<file path="src/rtl/mem_port_arbiter.sv">
// mem_port_arbiter: shares one memory port between fetch and data; define MEM_ARB_ROUND_ROBIN_EN for round-robin conflicts
module mem_port_arbiter #(
  parameter int MAX_OUTSTANDING = 2,
  parameter int ID_FIFO_AW = 1
) (
  input  logic        clk,
  input  logic        res,
  input  logic        instr_req,
  input  logic [31:0] instr_adr,
  output logic        instr_gnt,
  output logic        instr_r_valid,
  output logic [31:0] instr_read,
  input  logic        data_req,
  input  logic [31:0] data_adr,
  input  logic        data_write_enable,
  input  logic [3:0]  data_be,
  input  logic [31:0] data_write,
  output logic        data_gnt,
  output logic        data_r_valid,
  output logic [31:0] data_read,
  output logic        mem_req,
  output logic [31:0] mem_adr,
  output logic        mem_we,
  output logic [3:0]  mem_be,
  output logic [31:0] mem_wdata,
  input  logic        mem_gnt,
  input  logic        mem_rvalid,
  input  logic [31:0] mem_rdata,
  output logic        err
);
  localparam int DEPTH = 1 << ID_FIFO_AW;
  localparam logic [3:0] MAX_CNT = 4'(MAX_OUTSTANDING);
  logic                  locked, lock_d, lock_we;
  logic [31:0]           lock_adr, lock_wdata;
  logic [3:0]            lock_be;
  logic                  sel_d, cur_d, full, push, pop, nonempty, head_d;
  logic [DEPTH-1:0]      fifo;
  logic [ID_FIFO_AW-1:0] wptr, rptr;
  logic [3:0]            count;
`ifdef MEM_ARB_ROUND_ROBIN_EN
  logic last_d;
  always_ff @(posedge clk or posedge res)
    if (res) last_d <= 1'b0;
    else if (push) last_d <= cur_d;
  assign sel_d = data_req & (~instr_req | ~last_d);
`else
  assign sel_d = data_req;
`endif
  always_comb begin
    cur_d = locked ? lock_d : sel_d;
    full = count == MAX_CNT;
    nonempty = count != 4'd0;
    head_d = fifo[rptr];
    mem_req = ~full & (locked | instr_req | data_req);
    mem_adr = ~mem_req ? '0 : locked ? lock_adr : cur_d ? data_adr : instr_adr;
    mem_we = mem_req & (locked ? lock_we : cur_d & data_write_enable);
    mem_be = ~mem_req ? '0 : locked ? lock_be : cur_d ? data_be : 4'b1111;
    mem_wdata = ~mem_req ? '0 : locked ? lock_wdata : cur_d ? data_write : '0;
    push = mem_req & mem_gnt;
    pop = mem_rvalid & nonempty;
    instr_gnt = push & ~cur_d;
    data_gnt = push & cur_d;
    instr_r_valid = pop & ~head_d;
    data_r_valid = pop & head_d;
    instr_read = mem_rdata;
    data_read = mem_rdata;
  end
  // the payload is captured so mem_* stays put even if the requester lets go
  always_ff @(posedge clk or posedge res)
    if (res) begin
      locked <= 1'b0;
      lock_d <= 1'b0;
      lock_we <= 1'b0;
      lock_adr <= '0;
      lock_be <= '0;
      lock_wdata <= '0;
    end else begin
      locked <= mem_req & ~mem_gnt;
      if (mem_req & ~mem_gnt) begin
        lock_d <= cur_d;
        lock_we <= mem_we;
        lock_adr <= mem_adr;
        lock_be <= mem_be;
        lock_wdata <= mem_wdata;
      end
    end
  always_ff @(posedge clk or posedge res)
    if (res) begin
      fifo <= '0;
      wptr <= '0;
      rptr <= '0;
      count <= '0;
      err <= 1'b0;
    end else begin
      if (push) fifo[wptr] <= cur_d;
      if (push) wptr <= wptr + 1'b1;
      if (pop) rptr <= rptr + 1'b1;
      count <= count + {3'b0, push} - {3'b0, pop};
      if (mem_rvalid & ~nonempty) err <= 1'b1;
    end
endmodule

</file>
<file path="config.mk">
export PLATFORM = sky130hd
export DESIGN_NAME = mem_port_arbiter
export DESIGN_NICKNAME = d
export VERILOG_FILES = /design/src/rtl/mem_port_arbiter.sv
export SDC_FILE = /design/constraint.sdc
export NUM_CORES = 1
export LEC_CHECK = 0
export BUFFER_PORTS_ARGS = -buffer_cell sky130_fd_sc_hd__buf_4
export CAP_MARGIN = 20
export CORE_AREA = 2 2 124 126
export DETAILED_ROUTE_END_ITERATION = 8
export DIE_AREA = 0 0 126 128
export HOLD_SLACK_MARGIN = 0.12
export PLACE_DENSITY = 0.67
export SLEW_MARGIN = 0
export SYNTH_ARGS = -nofsm -noshare
export SYNTH_HDL_FRONTEND = slang
export SYNTH_SLANG_ARGS = --single-unit
</file>
<file path="constraint.sdc">
create_clock -name clk -period 2.8 [get_ports clk]
set_input_delay 0.28 -clock clk [delete_from_list [all_inputs] [get_ports clk]]
set_output_delay 0.28 -clock clk [all_outputs]
set_load 0.005 [all_outputs]
</file>
Yosys cells after proc, flatten, opt, wreduce, memory -nomap -nowiden
Cells that the tools add are included.
{ "classes": {"n_addsub": 4, "n_lt_le_gt_ge": 3, "n_eq_ne": 1, "muxes": 16, "bitwise": 18, "reduce_logical": 2} }
{ "op_table": {"columns": ["cell", "n"], "rows": [
  ["2-to-1 mux 32 bit", 6],
  ["2-to-1 mux 4 bit", 3],
  ["bitwise AND 1 bit", 11],
  ["2-to-1 mux 1 bit", 5],
  ["inverter 1 bit", 5],
  ["adder 4 x 1 -> 4 bit", 1],
  ["equality test 4 x 2 -> 1 bit, second input constant", 1],
  ["< comparator 1 x 2 -> 1 bit, second input constant", 2],
  ["nonzero test 4 bit", 1],
  ["subtractor 4 x 1 -> 4 bit", 1],
  ["adder 1 bit, second input constant", 2],
  ["bitwise mux 2 bit", 1],
  ["OR 1 bit", 2],
  ["demux 1 bit (select 1 bit)", 1],
  ["greater-or-equal comparator 1 bit, second input constant", 1],
  ["logical AND 1 bit", 1]
]} }
{ "totals": {"reg_bits": 80, "in_bits": 139, "out_inout_bits": 139, "word_cells": 55} }

Logic depth before layout (Yosys ltp)
Gate-level depths: netlist of the first run.
{ "logic_depth": {"word_depth": 6, "depth_mapped": 11, "depth_no_buf": 11} }

Worst setup path before layout of the first run
Ideal clock, no wire load.
{ "synth_path": {"kind": "flip-flop to flip-flop", "from": "reg count[2]", "to": "reg count[2]", "setup_ns": 0.123, "arrival_time_ns": 1.996, "required_ns": 2.677, "path_slack_ns": 0.681, "path_stages_with_launch": 11, "path_buffers": 0, "synth_period_minus_slack_ns": 2.119, "cell_sequence": "dfrtp_1 -> inv_1 -> ha_1 -> nor3b_1 -> nand2b_1 -> inv_1 -> ha_1 -> inv_1 -> ha_1 -> fa_1 -> xor2_1"} }
{ "synth_via": {"word_cells_on_any_way": 8, "cone_classes": "2 x add/sub; 1 x eq/ne; 4 x bitwise; 1 x reduce/logical"} }
{ "synth_rtl": {"columns": ["item", "line", "rtl"], "rows": [
  ["start: declaration", "39", "logic [3:0] count;"],
  ["start signal: assignment", "98", "count <= count + {3'b0, push} - {3'b0, pop};"],
  ["nonzero test 4 bit", "52", "nonempty = count != 4'd0;"],
  ["bitwise AND 1 bit", "60", "pop = mem_rvalid & nonempty;"],
  ["net pop", "36", "logic sel_d, cur_d, full, push, pop, nonempty, head_d;"],
  ["subtractor 4 x 1 -> 4 bit", "98", null]
]} }
The timed path passes the listed nets, and every way through them passes these cells.
A chain may end at the register's enable or synchronous reset.

Final worst setup path of the first run
{ "layout_path": {"from": "reg count[2]", "to": "out mem_we"} }
{ "layout_via": {"elab_chain_len": 4} }
{ "layout_lines": {"columns": ["item", "line", "rtl"], "rows": [
  ["equality test 4 x 2 -> 1 bit", "51", "full = count == MAX_CNT;"],
  ["inverter 1 bit", "54", "mem_req = ~full & (locked | instr_req | data_req);"],
  ["bitwise AND 1 bit", "54", null],
  ["bitwise AND 1 bit", "56", "mem_we = mem_req & (locked ? lock_we : cur_d & data_write_enable);"],
  ["end: declaration", "23", "output logic mem_we,"]
]} }
Every way passes these cells.

==> results of run 1 <==
-- state kept, by name, indices dropped and copies added, names as in the netlist, 2 cells and up --
name        cells
count           4
fifo            2
lock_adr       32
lock_be         4
lock_wdata     32
-- stage by stage --
step	cells	hold slack (ns)	power (mW)
finish	859	0.147	5.43
global route	859	0.146	5.83
CTS	859	0.131	5.52
detailed placement	842	0.428	4.32
global placement	842	0.417	4.22
floorplan	564	0.371	3.37
-- logic make-up (layout without fill, tap and decap cells) --
family / count (synthesis) / in the layout / share of synthesized area
and+or+nand+nor: 154 / 154 / 0.130
muxes: 142 / 142 / 0.293
buffers and inverters: 142 / 249 / 0.151
DFF: 80 / 80 / 0.370
AOI/OAI and AO/OA: 36 / 36 / 0.0342
adders and majority gates: 6 / 6 / 0.0153
xor gates and xnor gates: 4 / 4 / 0.00648
-- cell type report --
cell class	count	area, µm²
fillers	1448	8090
multi-input cells	342	2590
flip-flops and latches	80	2010
repair buffers	190	1480
clock buffers	15	288
well taps	188	235
inverters	43	163
clock inverters	1	8.76
-- synth_stat cells, drive strengths merged --
| library cell | n | area share |
|---|---|---|
| dfrtp | 80 | 0.37 |
| buf | 77 | 0.11 |
| mux2 | 72 | 0.16 |
| mux2i | 70 | 0.13 |
| nand2 | 67 | 0.046 |
| inv | 43 | 0.030 |
| nor2 | 37 | 0.026 |
| and2 | 34 | 0.039 |
| o21ai | 33 | 0.031 |
| clkbuf | 22 | 0.015 |
| ha | 5 | 0.012 |
| nand2b | 5 | 0.0058 |
| nor3 | 5 | 0.0046 |
| xor2 | 3 | 0.0049 |
| a21o | 2 | 0.0028 |
| a21oi | 1 | 0.00092 |
| and3b | 1 | 0.0016 |
| fa | 1 | 0.0037 |
| nor2b | 1 | 0.0012 |
| nor3b | 1 | 0.0014 |
| nor4 | 1 | 0.0012 |
| or2 | 1 | 0.0012 |
| or4 | 1 | 0.0014 |
| xnor2 | 1 | 0.0016 |
-- worst min-delay path by stage --
| stage | startpoint | end | slack, ns |
|---|---|---|---|
| finish | mem_gnt | locked | 0.15 |
| global route | mem_gnt | locked | 0.15 |
| CTS | mem_gnt | locked | 0.13 |
| detailed placement | res | lock_adr[9] | 0.43 |
| global placement | res | lock_adr[9] | 0.42 |
| floorplan | mem_gnt | locked | 0.37 |
-- routing by layer --
| layer | vias up | routed length (µm) | share of wire |
|---|---|---|---|
| met4 | 0 | 508 | 0.039 |
| met1 | 1930 | 4940 | 0.38 |
| li1 | 1965 | - | - |
| met2 | 112 | 6570 | 0.51 |
| met5 | - | 0 | 0 |
| met3 | 57 | 854 | 0.066 |
-- report_power, final --
| group | switching (mW) | internal [mW] |
|---|---|---|
| clock network | 0.459 | 0.701 |
| registers | 0.261 | 1.64 |
| logic | 1.03 | 1.34 |
-- cells in the final DEF, fill, tap and decap left out, types with 5 or more instances in the layout --
master     instances
buf_4            185
mux2_1            16
nand2_1           67
ha_1               5
mux2_4            20
mux2i_1           70
nor3_1             5
o21ai_0           33
dfrtp_1           79
mux2_2            36
nand2b_1           5
nor2_1            37
clkbuf_16          9
inv_1             42
and2_1            34
-- repair_timing --
item                      CTS  global route
hold buffers                1             0
hold endpoints to repair   39             0
buffers inserted            0             0
-- worst register-to-register path, stage by stage, from the launching register on --
cell      delay [ns]
dfrtp_1         0.35
inv_1           0.07
ha_1            0.15
nor3b_1         0.25
nand2b_1        0.22
inv_1           0.07
ha_1            0.19
inv_1           0.09
ha_1            0.26
a21o_1          0.19
a21oi_1         0.18
xor2_1          0.18
==> results.md, run 1 <==
* Status: finished clean
* Final setup fails at 0
* Ports at between 200 and 300
* Slew @ Worst Pin at just over 0.7 ns
* Area Overhead vs Synth at 25.2%
* RSZ-0062 raised after global routing: false
* Worst VDD drop at around 0.33 mV
* Fin. Hold Viols at 0
* CP Depth at 8
* Max cap viols at 0
* DRT antenna net count at 0
* Die Span Y at roughly 130 µm
* M3 GR Usage at 0.0405
* Met1 Usage GRT at 0.176
* Critical Path Start Type: flop
* Die area at about 16000 µm²
* Detailed-route via count at 4064
* Fmax at between 400 and 500 MHz
* Fin area at just under 7000 µm²
* Hold Path Depth at 2
* Rel. slew slack at 0.523
* Clk_skew at ~0.0049 ns
* Reg-to-Reg End: count[3]
* Worst Reg-to-Reg Cells at 11
* Clk sinks at 80
* Initial antenna violation count at 0
* Mapped cell area at roughly 5400 µm²
* Lkg Pwr at 3.50 nW
* PwrDens at between 800 and 900 nW/µm²
* Drt total wl at approximately 13 mm
* Residual DRC count at 0
* R2r setup slk at approximately 0.53 ns
* CP Cell Sequence: inv_1 -> ha_1 -> and3b_1 -> or2_2 -> inv_1 -> buf_12 -> and2_1 -> buf_4
* Final Util at 0.456
* Min cycle time layout at 2.41 ns
* Chip Width at between 100 and 150 µm
* CTS clk-pin slew, worst paths at about 0.060 ns
* CTS tree: done
* CP bufs+invs at 4
* Delay-heaviest family, CP: simple AND/OR/NAND/NOR gates
* GRT Resource Usage Total at 0.160
* Crit-path max cell delay at roughly 0.32 ns
* Yosys warns at 0
* First-pass GRT wire length at 20.7 mm
* Final Max Tran Viols at 0
* Clock Tree Root: clkbuf_16
* Hold Path Class: in -> reg
* Resized Gates After CTS at 0
* Setup tns final at 0 ns
* Setup CP Type: reg -> out
* Worst Path Max Fanout at 28
* Area after detailed placement at approximately 6500 µm²
* CP dominant cell by count: inv_1
* Placer congestion estimate at between 0.7 and 0.8
* Clk buf depth at 2
* PortBufs at 181
* Final nets at between 800 and 900
* Mean Syn Cell Area at between 9 and 10 µm²
* Placed wire-length estimate at a little over 9 mm
* GR Overflow Total at 0
* Iteration-0 DRC Markers at between 100 and 150
* Crit-path slowest cell: dfrtp_1
* FP Rows at between 40 and 50
* Final worst path period share at 0.861
* Synth Register Bits at 80
* H-tree depth reported by CTS at 3
* GRT busiest layer: met2
* WP data required at 2.52 ns
* GRT met2 Usage at 0.281
* Critical Path End: mem_we
* Crit end category: primary output
* Initial Util at 0.364
* Worst-Skew Late Latency at 0.34 ns
* CTS Buf Count at 9
* Ant diodes at 0
* Avg WL per Cell at 15.0 µm
* TritonRoute pass-1 iters at 4
* DR vias/cell at 4.73
* Synth Instances at ~560
* WP data arrival at roughly 2.1 ns
* Reg-to-Reg Start: count[2]
* Vias in the first global route at approximately 4200
* Worst setup margin at 0.389 ns
* Setup crit start: count[2]
* Core Region at ~15000 µm²
* Syn Nets at between 700 and 800
* Dpl ws at between 0.5 and 0.6 ns
* Largest net degree at the start of global routing at approximately 100
* Proportion of layout cells with a drive suffix above 1 at 0.392
* Synth cell types at 30
* Sequential area share after synthesis at 0.370
No activity file was read; power rests on OpenSTA's default activity.
==> inputs of run 2 (changes only) <==
--- a/config.mk
+++ b/config.mk
@@ -12,6 +12,8 @@
 export DIE_AREA = 0 0 126 128
 export HOLD_SLACK_MARGIN = 0.12
 export PLACE_DENSITY = 0.67
+export REMOVE_ABC_BUFFERS = 1
+export SKIP_LAST_GASP = 1
 export SLEW_MARGIN = 0
 export SYNTH_ARGS = -nofsm -noshare
 export SYNTH_HDL_FRONTEND = slang
==> run 2 against run 1 <==
  * Total power is essentially flat
  * Global-route usage increased by 2.2 points
  * Sequential share of layout area stayed put
  * Clock power is 4% higher
  * Register-to-register slack got worse by 0.04 ns
  * Critical path depth is the same
  * Largest power group unchanged
==> results.md, run 2 (synthesis results as in run 1) <==
* PwrDens at around 800 nW/µm²
* Ant diodes at 0
* Detailed-route via count at roughly 4100
* First-pass GRT wire length at 22.6 mm
* Avg WL per Cell at between 15 and 20 µm
* Worst VDD drop at 0.325 mV
* Clk buf depth at 2
* GR Overflow Total at 0
* DRT antenna net count at 0
* Drt total wl at ~14 mm
* DR vias/cell at ~4.8
* Final Power at roughly 5.4 mW
* # fillers at between 1000 and 1500
* Clk_skew at just under 0.005 ns
* Proportion of layout cells with a drive suffix above 1 at 0.393
* Area Overhead vs Synth at 25.2%
* Setup bufs post-CTS at 0
* Worst Path Max Fanout at 34
* H-tree depth reported by CTS at 3
* Reg-to-Reg Start: count[2]
* CTS tree: done
* Initial Util at 0.364
* Worst Reg-to-Reg Cells at 10
* Final setup fails at 0
* Worst setup margin at roughly 0.32 ns
* Final Max Tran Viols at 0
* Hold Path Depth at 2
* Chip Width at roughly 130 µm
* Die area at about 16000 µm²
* Critical Path Start Type: flop
* RSZ-0062 raised after global routing: false
* Setup crit start: count[2]
* Rel. slew slack at 0.491
* Placed wire-length estimate at between 10 and 15 mm
* Core Region at around 15000 µm²
* Crit end category: primary output
* Dpl ws at between 0.4 and 0.5 ns
* CTS clk-pin slew, worst paths at 0.05 ns
* CTS Buf Count at 9
* Status: finished clean
* Hold Path Origin: mem_gnt
* Iteration-0 DRC Markers at around 140
* WP data required at approximately 2.5 ns
* Setup CP Type: reg -> out
* Slew @ Worst Pin at about 0.76 ns
* TritonRoute pass-1 iters at 4
* Hold_ws at 0.150 ns
* Ports at between 200 and 300
* Final worst path period share at 0.886
* Placer congestion estimate at between 0.7 and 0.8
* Die Span Y at 128 µm
* Fmax at 403 MHz
* Fin. Hold Viols at 0
* Largest net degree at the start of global routing at 71
* FP Rows at 45
* Biggest regs: lock_adr (32), lock_wdata (32)
* PortBufs at ~180
* Min cycle time layout at approximately 2.5 ns
* Final nets at 812
* Hold Path Class: in -> reg
* Commonest non-fill, non-tap cell in the layout: buf_4
* Vias in the first global route at 4103
* Most frequent cells in the layout: buf_4 (187), dfrtp_1 (79), mux2i_1 (70), nand2_1 (67), inv_1 (42)
* Max cap viols at 0
* Clk sinks at 80
* Worst-Skew Late Latency at between 0.3 and 0.4 ns
* Final Util at 0.456
* WP data arrival at between 2 and 2.5 ns
* Lkg Pwr at 3.49 nW
* GRT Resource Usage Total at 0.181
* Residual DRC count at 0
* Clock Tree Root: clkbuf_16
* Initial antenna violation count at 0
* Setup tns final at 0 ns
-- run 2: layout make-up --
class / instances / area (µm²) / area share
timing repair buffer: 191 / 1470 / 0.216
clock buffer: 13 / 270 / 0.0399
tap: 188 / 235 / 0.0347
clock inverter: 2 / 37.5 / 0.00554
sequential: 80 / 2010 / 0.296
multi-input combinational: 342 / 2600 / 0.383
inverter: 43 / 163 / 0.0240
-- run 2: through the flow --
step | std cells | instance area (µm²)
2_1_floorplan | 465 | 4750
3_3_place_gp | 843 | 6450
3_5_place_dp | 843 | 6450
4_1_cts | 859 | 6770
5_1_grt | 859 | 6770
6_report | 859 | 6770
-- run 2: per-layer routing --
layer | global-route usage | routed length, µm
met1 | 0.235 | 6520
met2 | 0.237 | 5600
met3 | 0.123 | 2100
met4 | 0.0569 | 201
met5 | 0.0341 | 46
-- run 2: worst paths after layout --
kind | slack, ns | end
max in group asynchronous | 1.50 | locked
setup / recovery | 0.32 | mem_wdata[19]
min in group asynchronous | 0.61 | lock_be[1]
hold / removal | 0.15 | locked
setup reg to reg | 0.49 | count[2]
hold reg to reg | 0.47 | err
-- run 2: where the power goes --
part | internal (mW) | total (mW) | switching [mW]
Sequential | 1.64 | 1.89 | 0.255
Combinational | 1.33 | 2.33 | 1.00
Clock | 0.758 | 1.21 | 0.450
-- run 2: worst max-delay path, cell delays in order, from the launching register on --
cell	delay, ns
dfrtp_1	0.32
inv_1	0.05
ha_1	0.19
and3b_1	0.24
or2_4	0.37
inv_1	0.08
buf_4	0.27
and2_1	0.21
buf_4	0.12
-- run 2: what timing repair did --
| item | in CTS | in global routing |
|---|---|---|
| hold buffers | 1 | 0 |
| endpoints found under the setup margin | 0 | 35 |
| gates resized for setup | 0 | 2 |
| hold endpoints to repair | 41 | 0 |
==> inputs of run 3 (changes only) <==
--- a/config.mk
+++ b/config.mk
@@ -7,11 +7,12 @@
 export LEC_CHECK = 0
 export BUFFER_PORTS_ARGS = -buffer_cell sky130_fd_sc_hd__buf_4
 export CAP_MARGIN = 20
-export CORE_AREA = 2 2 124 126
+export CORE_AREA = 2 2 120 122
 export DETAILED_ROUTE_END_ITERATION = 8
-export DIE_AREA = 0 0 126 128
+export DIE_AREA = 0 0 122 124
+export GPL_TIMING_DRIVEN = 1
 export HOLD_SLACK_MARGIN = 0.12
-export PLACE_DENSITY = 0.67
+export PLACE_DENSITY = 0.71
 export REMOVE_ABC_BUFFERS = 1
 export SKIP_LAST_GASP = 1
 export SLEW_MARGIN = 0
==> run 3 against run 2 <==
  * Via count fell by 0.95%
  * Register-to-register slack got worse by 0.06 ns
  * Clock-buffer cell count rose by 1
  * Total power rose by 1.7%
  * Routed wire length fell by 1.4%
  * Global-route usage rose by 1.0 points
  * Maximum frequency rose by 0.48%
  * Clock power rose by 7%
  * Sequential power barely moved
  * Design area barely moved
  * Largest cell class unchanged
==> results.md, run 3 (synthesis results as in run 1) <==
* Status: finished clean
* Placer congestion estimate at between 0.7 and 0.8
* RSZ-0062 raised after global routing: false
* Final Max Tran Viols at 0
* Initial antenna violation count at 0
* Critical Path Start Type: flop
* Worst-Skew Late Latency at ~0.33 ns
* Ant diodes at 0
* Hold Path Class: in -> reg
* Proportion of layout cells with a drive suffix above 1 at 0.393
* Final worst path period share at 0.882
* Ports at between 200 and 300
* Residual DRC count at 0
* Clk sinks at 80
* Die area at 15100 µm²
* Worst VDD drop at between 0.3 and 0.4 mV
* Lkg Pwr at 3.50 nW
* Rel. slew slack at 0.473
* Final Power at 5.52 mW
* Max cap viols at 0
* PwrDens at about 820 nW/µm²
* Fmax at ~400 MHz
* Die Span Y at 124 µm
* Initial Util at 0.394
* Final nets at between 800 and 900
* Hold_ws at about 0.15 ns
* First-pass GRT wire length at roughly 22 mm
* Area after detailed placement at between 6000 and 7000 µm²
* Detailed-route via count at around 4100
* WP data arrival at between 2 and 2.5 ns
* FP Rows at 43
* Setup bufs post-CTS at 0
* Area Overhead vs Synth at 25.1%
* Final setup fails at 0
* H-tree depth reported by CTS at 3
* Crit end category: primary output
* Largest net degree at the start of global routing at around 70
* Avg WL per Cell at around 17 µm
* Clk_skew at about 0.009 ns
* Iteration-0 DRC Markers at 195
* Biggest regs: lock_adr (32), lock_wdata (32)
* Commonest non-fill, non-tap cell in the layout: buf_4
* Core Region at 13700 µm²
* CTS Buf Count at 9
* Drt total wl at 14.3 mm
* Fin. Hold Viols at 0
* Worst Path Max Fanout at 34
* Slew @ Worst Pin at around 0.79 ns
* CTS clk-pin slew, worst paths at around 0.060 ns
* Setup tns final at 0 ns
* Setup CP Type: reg -> out
* # fillers at approximately 1200
* DRT antenna net count at 0
* Fin area at between 6000 and 7000 µm²
* DR vias/cell at approximately 4.8
* TritonRoute pass-1 iters at 6
* Chip Width at between 100 and 150 µm
* PortBufs at ~180
* R2r setup slk at between 0.4 and 0.5 ns
* GR Overflow Total at 0
* GRT Resource Usage Total at 0.191
* Clk buf depth at 2
* Clock Tree Root: clkbuf_16
* Vias in the first global route at 4073
* WP data required at around 2.5 ns
* Most frequent cells in the layout: buf_4 (188), dfrtp_1 (79), mux2i_1 (70), nand2_1 (67), inv_1 (41)
* CTS tree: done
* Min cycle time layout at 2.47 ns
* Placed wire-length estimate at between 10 and 15 mm
run 3: per-layer routing:
layer / vias up / track usage / share of wire
met5: - / 0.0486 / 0.0046
met4: 3 / 0.0453 / 0.0087
met3: 13 / 0.127 / 0.15
met2: 218 / 0.258 / 0.39
met1: 1859 / 0.247 / 0.45
li1: 1965 / - / -
run 3: metrics by stage:
stage           util  setup slack [ns]  instances
2_1_floorplan      -             -2.25        465
3_3_place_gp   0.468             0.498        834
3_5_place_dp   0.468             0.451        834
4_1_cts        0.493             0.118        851
5_1_grt        0.493             0.146        851
6_report       0.493             0.332        851
run 3: power breakdown:
part	internal, mW	switching (mW)
Combinational	1.32	1.00
Clock	0.855	0.443
Sequential	1.64	0.262
run 3: area by class of cell:
| type | instances | area, µm² | share of cell area |
|---|---|---|---|
| Clock buffer | 14 | 274 | 0.0405 |
| Sequential cell | 80 | 2010 | 0.296 |
| Multi-Input combinational cell | 342 | 2590 | 0.383 |
| Clock inverter | 2 | 60.1 | 0.00887 |
| Tap cell | 180 | 225 | 0.0333 |
| Inverter | 43 | 166 | 0.0246 |
| Timing Repair Buffer | 190 | 1440 | 0.213 |
run 3: critical path: stages (launching register included):
cell and delay [ns]:
dfrtp_4 0.49, nor3_1 0.25, buf_4 0.18, or2_2 0.14, clkinvlp_4 0.37, and2_1 0.29
buf_4 0.13
run 3: worst paths after layout:
check	cells after the start	startpoint	to
worst max-delay path	6	locked	mem_wdata[25]
worst min-delay path	2	mem_gnt	locked
worst max register to register	10	count[2]	count[2]
worst min register to register	1	err	err
max in group asynchronous	4	res	lock_wdata[19]
min in group asynchronous	3	res	lock_be[2]
run 3: timing repair:
item                                    in CTS  in global routing
hold buffers                                 1                  0
hold endpoints to repair                    41                  0
endpoints found under the setup margin       0                 33
gates resized for setup                      0                  1
